`config.mk`:
```
export PLATFORM = sky130hd
export DESIGN_NAME = exe_alu_branch_unit
export DESIGN_NICKNAME = d
export VERILOG_FILES = /design/src/rtl/exe_alu_branch_unit_pkg.sv /design/src/rtl/exe_alu_branch_unit_core.sv /design/src/rtl/exe_alu_branch_unit.sv
export SDC_FILE = /design/constraint.sdc
export NUM_CORES = 1
export LEC_CHECK = 0
export ABC_CLOCK_PERIOD_IN_PS = 11100
export CAP_MARGIN = 15
export CELL_PAD_IN_SITES_DETAIL_PLACEMENT = 0
export CELL_PAD_IN_SITES_GLOBAL_PLACEMENT = 2
export CORE_UTILIZATION = 40
export CTS_BUF_LIST = sky130_fd_sc_hd__clkbuf_4
export CTS_CLUSTER_DIAMETER = 50
export DETAILED_ROUTE_END_ITERATION = 6
export DONT_BUFFER_PORTS = 1
export PLACE_DENSITY_LB_ADDON = 0.1
export SLEW_MARGIN = 20
export SYNTH_ARGS = -nofsm -noshare
export SYNTH_HDL_FRONTEND = slang
export SYNTH_SLANG_ARGS = --single-unit
```
`constraint.sdc`:
```
create_clock -name clk -period 11.1 [get_ports clk]
set_input_delay 1.665 -clock clk [delete_from_list [all_inputs] [get_ports clk]]
set_output_delay 1.665 -clock clk [all_outputs]
set_load 0.03 [all_outputs]
```
`src/rtl/exe_alu_branch_unit_pkg.sv`:
```
// Shared constants for the EXE-stage ALU/branch slice: data width and alu_op encodings.
// Optional shifter support is selected by the ALU_SHIFT_EN macro in the ALU core.
package exe_alu_branch_unit_pkg;

  localparam int DATA_W = 32;
  localparam int OP_W   = 4;

  typedef enum logic [OP_W-1:0] {
    ALU_AND  = 4'h0,
    ALU_OR   = 4'h1,
    ALU_XOR  = 4'h2,
    ALU_NOR  = 4'h3,
    ALU_ADD  = 4'h4,
    ALU_ADDU = 4'h5,
    ALU_SUB  = 4'h6,
    ALU_SUBU = 4'h7,
    ALU_SLT  = 4'h8,
    ALU_SLTU = 4'h9,
    ALU_SLL  = 4'hA,
    ALU_SRL  = 4'hB,
    ALU_SRA  = 4'hC,
    ALU_LUI  = 4'hD
  } alu_op_e;

endpackage

```
`src/rtl/exe_alu_branch_unit_core.sv`:
```
// Combinational 32-bit ALU: result, zero and signed-overflow flags.
// Macro ALU_SHIFT_EN adds SLL/SRL/SRA; without it those codes act as reserved (result 0).
module exe_alu_core
  import exe_alu_branch_unit_pkg::*;
(
  input  logic [DATA_W-1:0] op1,
  input  logic [DATA_W-1:0] op2,
  input  logic [OP_W-1:0]   alu_op,
  input  logic [4:0]        shamt,
  output logic [DATA_W-1:0] result,
  output logic              zero,
  output logic              overflow
);

  logic [DATA_W-1:0] sum;
  logic [DATA_W-1:0] diff;

  assign sum  = op1 + op2;
  assign diff = op1 - op2;

`ifndef ALU_SHIFT_EN
  logic unused_shamt;
  assign unused_shamt = ^shamt;
`endif

  always_comb begin
    result   = '0;
    overflow = 1'b0;
    case (alu_op)
      ALU_AND:  result = op1 & op2;
      ALU_OR:   result = op1 | op2;
      ALU_XOR:  result = op1 ^ op2;
      ALU_NOR:  result = ~(op1 | op2);
      // Signed overflow: operands' sign relation vs. the sign of the result.
      ALU_ADD: begin
        result   = sum;
        overflow = (op1[31] == op2[31]) && (sum[31] != op1[31]);
      end
      ALU_ADDU: result = sum;
      ALU_SUB: begin
        result   = diff;
        overflow = (op1[31] != op2[31]) && (diff[31] != op1[31]);
      end
      ALU_SUBU: result = diff;
      ALU_SLT:  result = {31'b0, $signed(op1) < $signed(op2)};
      ALU_SLTU: result = {31'b0, op1 < op2};
`ifdef ALU_SHIFT_EN
      ALU_SLL:  result = op2 << shamt;
      ALU_SRL:  result = op2 >> shamt;
      ALU_SRA:  result = $signed(op2) >>> shamt;
`endif
      ALU_LUI:  result = {op2[15:0], 16'h0000};
      default:  result = '0;
    endcase
  end

  assign zero = (result == '0);

endmodule

```
`src/rtl/exe_alu_branch_unit.sv`:
```
// EXE-stage block: ALU core, branch-target adder and branch-taken decision, all registered.
// Shifter ops are present only when ALU_SHIFT_EN is defined.
module exe_alu_branch_unit
  import exe_alu_branch_unit_pkg::*;
(
  input  logic              clk,
  input  logic              reset,
  input  logic [DATA_W-1:0] op1,
  input  logic [DATA_W-1:0] op2,
  input  logic [OP_W-1:0]   alu_op,
  input  logic [4:0]        shamt,
  input  logic [DATA_W-1:0] pc_plus4,
  input  logic [DATA_W-1:0] branch_imm,
  input  logic              branch_eq,
  input  logic              branch_ne,
  output logic [DATA_W-1:0] alu_result,
  output logic              zero,
  output logic              overflow,
  output logic [DATA_W-1:0] branch_target,
  output logic              pc_src
);

  logic [DATA_W-1:0] result_next;
  logic              zero_next;
  logic              overflow_next;
  logic [DATA_W-1:0] target_next;
  logic              taken_next;
  logic              unused_imm;

  exe_alu_core u_core (
    .op1      (op1),
    .op2      (op2),
    .alu_op   (alu_op),
    .shamt    (shamt),
    .result   (result_next),
    .zero     (zero_next),
    .overflow (overflow_next)
  );

  // Word offset becomes a byte offset; the top two offset bits fall off the shift.
  assign target_next = pc_plus4 + {branch_imm[29:0], 2'b00};
  assign unused_imm  = ^branch_imm[31:30];
  assign taken_next  = (branch_eq & zero_next) | (branch_ne & ~zero_next);

  always_ff @(posedge clk) begin
    if (reset) begin
      alu_result    <= '0;
      zero          <= 1'b0;
      overflow      <= 1'b0;
      branch_target <= '0;
      pc_src        <= 1'b0;
    end else begin
      alu_result    <= result_next;
      zero          <= zero_next;
      overflow      <= overflow_next;
      branch_target <= target_next;
      pc_src        <= taken_next;
    end
  end

endmodule

```
# Word level (Yosys, flattened, before mapping)
# Cells that the tools add are included.
# totals
register_bits	67
latchBits	0
mem_bits_rw	0
rom_bits	0
input_bits	141
elab_cells	40
n_memories	0
# classes
n_addsub	3
multipliers	0
n_div	0
order_cmp	2
n_eq_ne	14
n_shift	0
muxes	2
bitwise	8
reduce_logical	6
# ops
op	n
32-bit case mux with 9 select lines	1
32-bit adder	2
32-bit less-than comparator	2
32-bit AND	1
32-bit zero test	1
32-bit NOT	1
32-bit bitwise OR	1
32-bit subtractor	1
32-bit XOR	1
4-bit by 3-bit equality test with 1-bit output (second input constant)	4
4-bit equality test (second input constant)	3
4-bit by 2-bit equality test with 1-bit output (second input constant)	2
4-bit by 1-bit equality test with 1-bit output (second input constant)	1
4-bit zero test	1
2-bit OR reduction	2
1-bit != test	3
1-bit AND	2
1-bit logical AND	2
1-bit case mux with 2 select lines	1
1-bit equality test	1
1-bit NOT	1
1-bit bitwise OR	1

# Depth between registers and ports, before layout
# logic_depth
depth_word	7
mapped_depth	15

# Hierarchy
# A second synthesis with hierarchy kept.
# unflattened
hier_cells	1331
hier_area_um2	9560.4
# modules_own_cells
mod	n_inst	cells_per_inst	area_per_inst_um2	seq_area_each_um2
exe_alu_core	1	946	6144.6	0.0
exe_alu_branch_unit	1	385	3415.8	1341.3

# Worst setup path before layout
# OpenSTA, ideal clock, no wires.
# synth_timing
path_kind	input -> register
start	input op1[0]
end	register pc_src
setup_time_ns	0.071
arrival_ns	5.205
setup_slack_ns	5.825
stages	15
path_buffers	0
path_cell_list	inv_1 > ha_1 > fa_1 > or2_4 > a211oi_4 > o21ai_2 > o41ai_2 > a311oi_1 > or3_1 > a31o_1 > nor4_1 > nand4_1 > or4_4 > or4_1 > a21oi_1
# synth_between
elab_chain_cells	7
word_cells_on_any_way	14
# synth_rtl
element	line_no	source
from (decl)	exe_alu_branch_unit.sv:8	input logic [DATA_W-1:0] op1,
branches (longest 2 deep; another with 32-bit subtractor)	n/a	
32-bit case mux with 9 select lines (*)	exe_alu_branch_unit_core.sv:29	case (alu_op)
32-bit zero test (*)	exe_alu_branch_unit_core.sv:57	assign zero = (result == '0);
1-bit NOT	exe_alu_branch_unit.sv:43	assign taken_next = (branch_eq & zero_next) | (branch_ne & ~zero_next);
1-bit AND	exe_alu_branch_unit.sv:43	
1-bit bitwise OR (*)	exe_alu_branch_unit.sv:43	
to (signal assigned)	exe_alu_branch_unit.sv:57	pc_src <= taken_next;
to (decl)	exe_alu_branch_unit.sv:20	output logic pc_src
# Mark *: on every way between the ends.
# A chain may end at the register's enable or synchronous reset.

# Worst setup path in the final report
# layout_timing
start	input op2[15]
end	register pc_src
# layout_between
elab_chain_cells	7
word_cells_on_any_way	14
# layout_rtl
element	line_no	source
from (decl)	exe_alu_branch_unit.sv:9	input logic [DATA_W-1:0] op2,
branches (longest 2 deep; another with 32-bit subtractor)	n/a	
32-bit case mux with 9 select lines (*)	exe_alu_branch_unit_core.sv:29	
32-bit zero test (*)	exe_alu_branch_unit_core.sv:57	
1-bit NOT	exe_alu_branch_unit.sv:43	
1-bit AND	exe_alu_branch_unit.sv:43	
1-bit bitwise OR (*)	exe_alu_branch_unit.sv:43	
# Marks and branches as above.

==> metrics.md <==
| Metric | Value |
|---|---|
| Status | finished, final reports clean |
| Clock power frac | 20.9% |
| Final nets | 1430 |
| Vias in the first global route | 7930 |
| End point of the critical path | pc_src |
| WL final | 30700 um |
| Slew HR | 33.4% |
| First-pass GRT wire length | 46100 um |
| Mean Syn Cell Area | 7.27 sq um |
| Clk buf depth | 2 |
| Final worst-path cycle share | 53.2% |
| Cell leakage power | 3.97 nW |
| Min Tclk post-route | 5.91 ns |
| CP most frequent cell | a21oi_1 |
| Synthesized instance count | 1204 |
| EDFF count, synth | 0 |
| Yosys top cell by area | ha_1 |
| Sw Share | 43.2% |
| Critical-path maximum fanout | 13 |
| Via count | 8647 |
| CP bufs+invs | 1 |
| Diodes inserted | 0 |
| CTS tree | done |
| Hold-fix buffers at CTS | 0 |
| Hold_ws | 1.30 ns |
| Die area | 0.0225 sq mm |
| Initial DRC Count | 679 |
| Crit-path cells | inv_1, ha_1, a21o_1, a311oi_1, a21oi_1, a21bo_2, a21oi_1, mux2i_1, xnor2_1, a21boi_0, nand4_1, or4_4, or4_1, a21oi_1 |
| Synth Register Bits | 67 |
| Sequential share of power | 36.1% |
| Initial core utilization | 41.2% |
| Total CTS buffers | 9 |
| Port Buffers | 0 |
| Met2 GRT Util | 44.0% |
| Pre-antenna DRT Iters | 5 |
| Syn_nets | 1476 |
| Synth warn | 0 |
| Core box area | 0.0212 sq mm |
| TritonCTS Sinks | 67 |
| Max cap viols | 0 |
| Crit path launch type | input port |
| Met1 GRT Util | 35.8% |
| Site row count | 53 |
| Root Driver | clkbuf_4 |
| Via/cell ratio | 6.01 |
| Most crowded layer after global routing | met2 |
| Most frequent cells in the layout | 155 x nor2_1, 128 x ha_1, 110 x inv_1, 92 x a21oi_1, 67 x dfxtp_1 |
| Final ANT Viol Nets | 0 |
| Detail Placement HPWL | 24000 um |
| Number of library cell types mapped by synthesis | 82 |
| Post-CTS setup buffers | 0 |
| H-tree depth | 3 |
| Comb power frac | 43.0% |
| Routability cong. | 0.907 |
| F_max | 0.169 GHz |
| Most common cell after layout, fill and taps aside | nor2_1 |
| Worst slew pin tran | 0.986 ns |
| I/O pin count | 208 |
| Yosys top cell area share | 18.3% |
| Crit-path slowest cell | a311oi_1 |
| Critical path depth | 14 |
| Ys flop type | dfxtp_1 |
| Final setup TNS | 0 ns |
| Max Slew Vio Count | 0 |
| Largest net degree at the start of global routing | 72 |
| Min-Delay Path Class | in2reg |
| Synth area leaders | ha_1 18%, dfxtp_1 15%, nor2_1 6.6% |
| RSZ-0062 raised after global routing | false |
| Global Route Usage Sum | 26.8% |
| Layout cells sized above 1 | 4.13% |
| Worst EP required | 11.46 ns |
| Asr flop ratio synth | 0% |
| Critical Path Max Stage Delay | 0.79 ns |
| VDD IR-drop max | 41.9 uV |
| Initial antenna violation count | 0 |
| Met3 GRT Util | 4.85% |
| CP arrival | 6.26 ns |
| Critical Path Start | op2[15] |
| Clock slew at reported path FFs | 0.12 ns |
| Top Family by Delay on Critical Path | compound AO/OA/AOI/OAI gates |
| Critical path class | in2reg |
| NetSw | 0.388 mW |
| Die height | 150 um |
| Grt total ovfl | 0 |
| Final Util | 42.6% |
| Crit. End Element | register |
| PostCTS Resize Cnt | 0 |
| Area Growth Syn to Fin | 3.27% |
| Power Density | 99.4 mW/mm^2 |
| Final-report hold violation count | 0 |
| Final setup violating endpoints | 0 |
| Die width | 150 um |
| Routed len/inst | 21.4 um |
| # DRC | 0 |
| Sequential share of the synthesized area | 15.3% |
| Synthesized area | 0.00875 sq mm |
| Cell-internal power | 0.510 mW |
[registers in the layout (all words and copies together) (netlist names)]
name and cells:
alu_result 32, branch_target 32, overflow 1, pc_src 1
zero 1
[per-layer routing]
metal	up-vias	share of wire [%]
met2	329	46
met5	-	0
li1	4245	-
met1	4040	45
met3	33	7.0
met4	0	2.2
[cell families after synthesis]
family,synth area share (%)
simple gates,20.1
mux,3.03
xor+xnor,4.20
flops,15.3
compound gates,30.6
fa+ha+maj,19.0
buf+inv,7.81
[area by class of cell]
cell class,count,area (sq um)
sequential,67,1340
clock inverter,5,77.6
fill,2302,12200
inverter,110,413
clock buffer,11,82.6
tap,275,344
timing repair buffer,7,52.6
multi-input combinational,963,6730
[per-stage QoR]
| step | instance area (sq um) | total power [mW] | instances | setup slack (ns) |
|---|---|---|---|---|
| after floorplan | 8750 | 0.629 | 1204 | 5.82 |
| after global placement | 8880 | 0.711 | 1422 | 4.92 |
| after detailed placement | 8880 | 0.711 | 1422 | 4.84 |
| after CTS | 9040 | 0.903 | 1438 | 5.29 |
| after global routing | 9040 | 0.959 | 1438 | 5.13 |
| final | 9040 | 0.898 | 1438 | 5.19 |
[power by group through the flow]
stage / sequential, mW / combinational [mW] / clock (mW)
4_1_cts: 0.325 / 0.382 / 0.195
6_report: 0.324 / 0.386 / 0.188
3_5_place_dp: 0.331 / 0.380 / 0
5_1_grt: 0.327 / 0.426 / 0.205
3_3_place_gp: 0.331 / 0.380 / 0
2_1_floorplan: 0.326 / 0.303 / 0
[how the worst min path moves through the flow]
stage                   start                end  slack [ns]  depth (start not counted)
floorplan           alu_op[3]      alu_result[2]        1.74                          1
global placement        reset   branch_target[3]        1.74                          1
detailed placement      reset   branch_target[0]        1.74                          1
CTS                     reset   branch_target[3]        1.25                          1
global route            reset  branch_target[14]        1.26                          1
finish                  reset  branch_target[22]        1.30                          1
[cells in the mapped netlist, types with 20 or more instances]
library cell,n
nor3_1,31
mux2i_1,22
nor2_1,155
nand3_1,23
nand2_1,65
inv_1,110
a21oi_1,92
ha_1,128
a21o_1,21
a211oi_1,28
dfxtp_1,67
xnor2_1,33
o21ai_0,65
nor2b_1,24
clkbuf_1,41
a31oi_1,20
No activity file was read; power rests on OpenSTA's default activity.
